`config.mk`:
```
export PLATFORM = sky130hd
export DESIGN_NAME = ram_initiator
export DESIGN_NICKNAME = d
export VERILOG_FILES = /design/src/rtl/ram_init_pkg.sv /design/src/rtl/ram_addr_ctr.sv /design/src/rtl/ram_initiator.sv
export SDC_FILE = /design/constraint.sdc
export NUM_CORES = 1
export LEC_CHECK = 0
export CORE_MARGIN = 2
export CORE_UTILIZATION = 44
export DETAILED_ROUTE_END_ITERATION = 12
export PLACE_DENSITY = 0.84
export SLEW_MARGIN = 20
export SYNTH_ARGS = -nofsm -noshare
export SYNTH_HDL_FRONTEND = slang
export SYNTH_HIERARCHICAL = 1
export SYNTH_SLANG_ARGS = --single-unit
```
`constraint.sdc`:
```
create_clock -name clk -period 6.4 [get_ports clk]
set_input_delay 1.92 -clock clk [delete_from_list [all_inputs] [get_ports clk]]
set_output_delay 1.92 -clock clk [all_outputs]
set_load 0.02 [all_outputs]
```
`src/rtl/ram_init_pkg.sv`:
```
// Shared definitions for the RAM request initiator: controller state
// encoding and default address/data widths.
// Build option: RAM_INIT_READBACK_EN adds the write read-back states.
package ram_init_pkg;

  localparam int DEF_AW = 4;
  localparam int DEF_DW = 16;

  typedef enum logic [2:0] {
    S_IDLE,
    S_SETUP,
    S_STROBE,
    S_HOLD,
    S_RESP
`ifdef RAM_INIT_READBACK_EN
    ,
    S_RB_SETUP,
    S_RB_STROBE,
    S_RB_HOLD
`endif
  } state_t;

endpackage

```
`src/rtl/ram_addr_ctr.sv`:
```
// Burst address/beat tracker: loadable address register that wraps modulo
// 2^AW on increment, plus a down-counting beat counter with a zero flag.
module ram_addr_ctr
  import ram_init_pkg::*;
#(
  parameter int AW = DEF_AW
) (
  input  logic          clk,
  input  logic          rst,
  input  logic          i_load,
  input  logic [AW-1:0] i_addr,
  input  logic [AW-1:0] i_len,
  input  logic          i_step,
  output logic [AW-1:0] o_addr,
  output logic          o_zero
);

  logic [AW-1:0] r_addr;
  logic [AW-1:0] r_cnt;

  // Load on request accept; advance one beat on each non-final response.
  always_ff @(posedge clk) begin
    if (rst) begin
      r_addr <= '0;
      r_cnt  <= '0;
    end else if (i_load) begin
      r_addr <= i_addr;
      r_cnt  <= i_len;
    end else if (i_step) begin
      r_addr <= r_addr + 1'b1;
      r_cnt  <= r_cnt - 1'b1;
    end
  end

  assign o_addr = r_addr;
  assign o_zero = (r_cnt == '0);

endmodule

```
`src/rtl/ram_initiator.sv`:
```
// Request-side controller for latch-based 16-bit word RAMs. Sequences
// select/address/data around a single-cycle enable strobe per beat and
// returns one response per beat over a valid/ready handshake.
// Build option: RAM_INIT_READBACK_EN re-reads each written word and flags
// mismatches on rsp_err.
module ram_initiator
  import ram_init_pkg::*;
#(
  parameter int AW = DEF_AW,
  parameter int DW = DEF_DW
) (
  input  logic          clk,
  input  logic          rst,
  input  logic          req_valid,
  output logic          req_ready,
  input  logic          req_we,
  input  logic [AW-1:0] req_addr,
  input  logic [AW-1:0] req_len,
  input  logic [DW-1:0] req_wdata,
  output logic          rsp_valid,
  input  logic          rsp_ready,
  output logic          rsp_we,
  output logic [AW-1:0] rsp_addr,
  output logic [DW-1:0] rsp_rdata,
  output logic          rsp_err,
  output logic          rsp_last,
  output logic          ram_r,
  output logic          ram_w,
  output logic [AW-1:0] ram_addr,
  output logic [DW-1:0] ram_d,
  output logic          ram_en,
  input  logic [DW-1:0] ram_o
);

  state_t        r_state;
  state_t        w_state_nxt;
  logic          r_we;
  logic [DW-1:0] r_ram_d;
  logic [DW-1:0] r_rdata;
  logic          r_err;
  logic          r_ram_r;
  logic          r_ram_w;
  logic          r_ram_en;
  logic          w_accept;
  logic          w_step;
  logic          w_cnt_zero;
  logic [AW-1:0] w_addr;
  logic          w_we_nxt;
  logic          w_r_nxt;
  logic          w_w_nxt;
  logic          w_en_nxt;

  assign w_accept = (r_state == S_IDLE) && req_valid;
  assign w_step   = (r_state == S_RESP) && rsp_ready && !w_cnt_zero;

  ram_addr_ctr #(.AW(AW)) u_ctr (
    .clk    (clk),
    .rst    (rst),
    .i_load (w_accept),
    .i_addr (req_addr),
    .i_len  (req_len),
    .i_step (w_step),
    .o_addr (w_addr),
    .o_zero (w_cnt_zero)
  );

  // State register.
  always_ff @(posedge clk) begin
    if (rst) r_state <= S_IDLE;
    else     r_state <= w_state_nxt;
  end

  // Next state, plus RAM strobe/select values decoded from the next state so
  // the RAM pins come straight from flops and never glitch.
  always_comb begin
    w_state_nxt = r_state;
    w_we_nxt    = r_we;
    w_r_nxt     = 1'b0;
    w_w_nxt     = 1'b0;
    w_en_nxt    = 1'b0;
    if (r_state == S_IDLE) w_we_nxt = req_we;
    case (r_state)
      S_IDLE:      if (req_valid) w_state_nxt = S_SETUP;
      S_SETUP:     w_state_nxt = S_STROBE;
      S_STROBE:    w_state_nxt = S_HOLD;
`ifdef RAM_INIT_READBACK_EN
      S_HOLD:      w_state_nxt = r_we ? S_RB_SETUP : S_RESP;
      S_RB_SETUP:  w_state_nxt = S_RB_STROBE;
      S_RB_STROBE: w_state_nxt = S_RB_HOLD;
      S_RB_HOLD:   w_state_nxt = S_RESP;
`else
      S_HOLD:      w_state_nxt = S_RESP;
`endif
      S_RESP:      if (rsp_ready) w_state_nxt = w_cnt_zero ? S_IDLE : S_SETUP;
      default:     w_state_nxt = S_IDLE;
    endcase
    case (w_state_nxt)
      S_SETUP, S_STROBE, S_HOLD: begin
        w_r_nxt = !w_we_nxt;
        w_w_nxt = w_we_nxt;
      end
`ifdef RAM_INIT_READBACK_EN
      S_RB_SETUP, S_RB_STROBE, S_RB_HOLD: w_r_nxt = 1'b1;
`endif
      default: ;
    endcase
`ifdef RAM_INIT_READBACK_EN
    w_en_nxt = (w_state_nxt == S_STROBE) || (w_state_nxt == S_RB_STROBE);
`else
    w_en_nxt = (w_state_nxt == S_STROBE);
`endif
  end

  // RAM select and strobe flops; all drop together on reset.
  always_ff @(posedge clk) begin
    if (rst) begin
      r_ram_r  <= 1'b0;
      r_ram_w  <= 1'b0;
      r_ram_en <= 1'b0;
    end else begin
      r_ram_r  <= w_r_nxt;
      r_ram_w  <= w_w_nxt;
      r_ram_en <= w_en_nxt;
    end
  end

  // Latch request type and fill data; ram_d keeps its value across reads.
  always_ff @(posedge clk) begin
    if (rst) begin
      r_we    <= 1'b0;
      r_ram_d <= '0;
    end else if (w_accept) begin
      r_we <= req_we;
      if (req_we) r_ram_d <= req_wdata;
    end
  end

  // Capture response data on the edge that closes each strobe.
  always_ff @(posedge clk) begin
    if (rst) begin
      r_rdata <= '0;
      r_err   <= 1'b0;
    end else begin
      if (r_state == S_STROBE) begin
        r_rdata <= r_we ? '0 : ram_o;
        r_err   <= 1'b0;
      end
`ifdef RAM_INIT_READBACK_EN
      if (r_state == S_RB_STROBE) begin
        r_rdata <= ram_o;
        r_err   <= (ram_o != r_ram_d);
      end
`endif
    end
  end

  assign req_ready = (r_state == S_IDLE);
  assign rsp_valid = (r_state == S_RESP);
  assign rsp_last  = (r_state == S_RESP) && w_cnt_zero;
  assign rsp_we    = r_we;
  assign rsp_addr  = w_addr;
  assign rsp_rdata = r_rdata;
  assign rsp_err   = r_err;
  assign ram_r     = r_ram_r;
  assign ram_w     = r_ram_w;
  assign ram_en    = r_ram_en;
  assign ram_addr  = w_addr;
  assign ram_d     = r_ram_d;

endmodule

```
==> flow_metrics.env <==
export IMPL_drv_cap=0
export IMPL_status="complete, no violations"
export IMPL_critical_path_max_stage_delay_ps=950
export IMPL_drc=0
export IMPL_clk_pin_slew_worst_paths_ps=80
export IMPL_synthesis_nets=281
export IMPL_power_total_mw=0.724
export IMPL_worst_setup_path_end_kind="register"
export IMPL_drt_total_wl_mm=4.95
export IMPL_path_max_fanout=19
export IMPL_antenna_found_initial=0
export IMPL_synth_cell_types=37
export IMPL_clk_latency_ps=290
export IMPL_n_antenna_cell=0
export IMPL_cpMostUsedCell="nor2_1"
export IMPL_dieArea_um2=5240
export IMPL_die_h_um=72.4
export IMPL_powerDensity_nw_per_um2=241
export IMPL_skew_ps=9.70
export IMPL_place_worst_setup_slack_ps=1860
export IMPL_r2r_start="r_state[2]$_SDFF_PP0_"
export IMPL_hp_start="rsp_rdata[4]$_SDFFE_PP0N_"
export IMPL_routed_via_count=1874
export IMPL_cp_slowest_cell="clkdlybuf4s50_1"
export IMPL_first_global_vias=1799
export IMPL_tritoncts="built"
export IMPL_maxSlewHeadroom=0.371
export IMPL_cp_cell_sequence="clkdlybuf4s50_1, inv_1, nor2_1, mux2i_1, nor2_1"
export IMPL_postSynthAreaPerCell_um2=8.80
export IMPL_cts_root_buf="clkbuf_8"
export IMPL_cp_arrival_ps=4430
export IMPL_path_class="primary input to register"
export IMPL_gr_total_overflow=0
export IMPL_hp_class="register to register"
export IMPL_p_int_mw=0.522
export IMPL_final_hold_violation_count=0
export IMPL_cts_max_path_buffers=2
export IMPL_max_freq_ghz=0.234
export IMPL_swShare=0.279
export IMPL_synth_cells=234
export IMPL_drt_first_pass_iters=4
export IMPL_grt_use_total=0.194
export IMPL_peakVddDrop_uv=128
export IMPL_syn2layout_area_growth_pct=46.2
export IMPL_cts_setup_buffers=0
export IMPL_setup_slack_ps=2130
export IMPL_grt_setup_unrepaired="no"
export IMPL_switchingPower_mw=0.202
export IMPL_critical_path_startpoint_type="primary input"
export IMPL_drtIter0Drc=124
export IMPL_tightest_slew_ps=939
export IMPL_finalSetupTns_ps=0
export IMPL_synth_seq_cells=47
export IMPL_chipWidth_um=72.4
export IMPL_start_util=0.463
export IMPL_portBuffers=91
export IMPL_grt_first_pass_wirelength_mm=8.16
export IMPL_htreeDepth=2
export IMPL_nets=356
export IMPL_met2_usage=0.341
export IMPL_grt_max_degree=46
export IMPL_final_setup_viol_count=0
export IMPL_cts_sinks=47
export IMPL_fin_crit_sh=0.667
export IMPL_cts_buffers_inserted=5
export IMPL_route_antenna_remaining_nets=0
export IMPL_grt_busiest_layer="met2"
export IMPL_worstPathRequired_ps=6560
export IMPL_seqPwrFrac=0.464
export IMPL_wl_per_cell_um=13.7
export IMPL_place_gp_congestion=0.707
export IMPL_comb_power_share=0.251
export IMPL_dpl_hpwl_mm=3.36
export IMPL_via_per_inst=5.19
export IMPL_coreArea_um2=4440
export IMPL_crit_start="req_valid"
export IMPL_io_pins=93
export IMPL_grt_util_met3=0.0347
export IMPL_synth_seq_area_share=0.457
export IMPL_leakage_nw=1.08
export IMPL_drv_slew=0
export IMPL_postCtsHoldBufs=0
export IMPL_period_minus_slack_ps=4270
export IMPL_cts_resized=0
export IMPL_fillCellCount=394
export IMPL_yosysWarnings=6
export IMPL_grt_util_met1=0.248
export IMPL_drive_gt1_frac=0.0485
export IMPL_power_frac_clock=0.286
export IMPL_syn_area_um2=2060
export IMPL_fp_row_count=24
-- routing by layer --
layer	vias to the layer above	routed length, um
met3	5	288
met4	0	31
met2	76	2330
met1	848	2300
met5	-	0
li1	945	-
-- area by class of cell --
| class | count | area (um^2) | area share |
|---|---|---|---|
| Multi-Input combinational cell | 153 | 942 | 0.313 |
| Timing Repair Buffer | 92 | 918 | 0.305 |
| Clock buffer | 5 | 68.8 | 0.0229 |
| Sequential cell | 47 | 941 | 0.313 |
| Clock inverter | 2 | 37.5 | 0.0125 |
| Tap cell | 52 | 65.1 | 0.0216 |
| Inverter | 10 | 37.5 | 0.0125 |
-- cells by family (layout without fill, tap and decap cells) --
kind of cell / Yosys count / in the layout / synth area share
xor gates and xnor gates: 7 / 7 / 0.0298
muxes: 4 / 4 / 0.0200
buffers and inverters: 34 / 109 / 0.0857
other: 1 / 1 / 0.00182
and+or+nand+nor: 74 / 74 / 0.224
adders and majority gates: 2 / 2 / 0.0121
AOI/OAI and AO/OA: 65 / 65 / 0.170
DFF: 47 / 47 / 0.457
-- power groups by stage --
stage | registers, mW | logic (mW) | clock network [mW]
2_1_floorplan | 0.358 | 0.0891 | 0
3_3_place_gp | 0.342 | 0.179 | 0
3_5_place_dp | 0.343 | 0.181 | 0
4_1_cts | 0.336 | 0.182 | 0.213
5_1_grt | 0.340 | 0.197 | 0.224
6_report | 0.336 | 0.181 | 0.207
-- critical path, delay by kind of cell --
kind / cells / cell delay (ps)
multiplexers: 1 / 260
buffers and inverters: 2 / 1380
AND/OR/NAND/NOR: 2 / 860
-- worst paths after layout --
| path | end | slack, ps | depth (start not counted) |
|---|---|---|---|
| setup / recovery | u_ctr/r_cnt[0]$_SDFFE_PP0P_ | 2130 | 5 |
| hold / removal | rsp_rdata[4]$_SDFFE_PP0N_ | 450 | 2 |
| setup reg to reg | u_ctr/o_addr[1]$_SDFFE_PP0P_ | 4280 | 5 |
| hold reg to reg | rsp_rdata[4]$_SDFFE_PP0N_ | 450 | 2 |
-- per-stage QoR --
stage	instances	instance area [um^2]	hold WS, ps	util
after global routing	361	3010	470	0.677
after CTS	361	3010	455	0.677
after detailed placement	354	2900	443	0.653
after floorplan	234	2060	529	-
after global placement	354	2900	437	0.653
final	361	3010	454	0.677
-- cell usage in the layout, fill, tap and decap left out, types with 2 or more instances in the layout --
master,n
ha_1,2
or3_1,2
clkbuf_8,5
xnor2_1,4
mux2i_1,3
xor2_1,3
nor4b_4,2
o21a_1,4
nand3_1,16
dfxtp_1,47
inv_1,10
clkdlybuf4s50_1,91
o21ai_0,17
a21oi_1,41
nand3b_1,17
nor3b_1,2
nor2_1,5
nand2_1,20
-- synth_stat cells --
library cell	instances	area share
a2111o_1	1	0.0055
a211o_2	1	0.0049
a21boi_1	1	0.0036
a21oi_1	41	0.10
and2_1	1	0.0030
and3b_1	1	0.0043
buf_1	1	0.0018
buf_2	5	0.012
buf_4	5	0.018
buf_6	3	0.016
clkbuf_1	9	0.016
clkbuf_2	1	0.0024
conb_1	1	0.0018
dfxtp_1	47	0.46
ha_1	2	0.012
inv_1	10	0.018
mux2_2	1	0.0055
mux2i_1	3	0.015
nand2_1	20	0.036
nand2b_1	1	0.0030
nand3_1	16	0.039
nand3b_1	17	0.062
nand4_1	1	0.0030
nor2_1	5	0.0091
nor3_1	1	0.0024
nor3b_1	2	0.0073
nor3b_2	1	0.0061
nor4b_1	1	0.0043
nor4b_4	2	0.023
o21a_1	4	0.015
o21ai_0	17	0.041
or3_1	2	0.0061
or3b_1	1	0.0043
or3b_2	1	0.0043
or4b_4	1	0.0067
xnor2_1	4	0.017
xor2_1	3	0.013
-- sequential cells by signal, summed over array words and instances, names as in the netlist --
register	cells
u_ctr/r_cnt	4
r_state	3
rsp_we	1
u_ctr/o_addr	4
ram_en	1
ram_w	1
rsp_rdata	16
ram_d	16
ram_r	1
(Power assumes the default switching activity.)
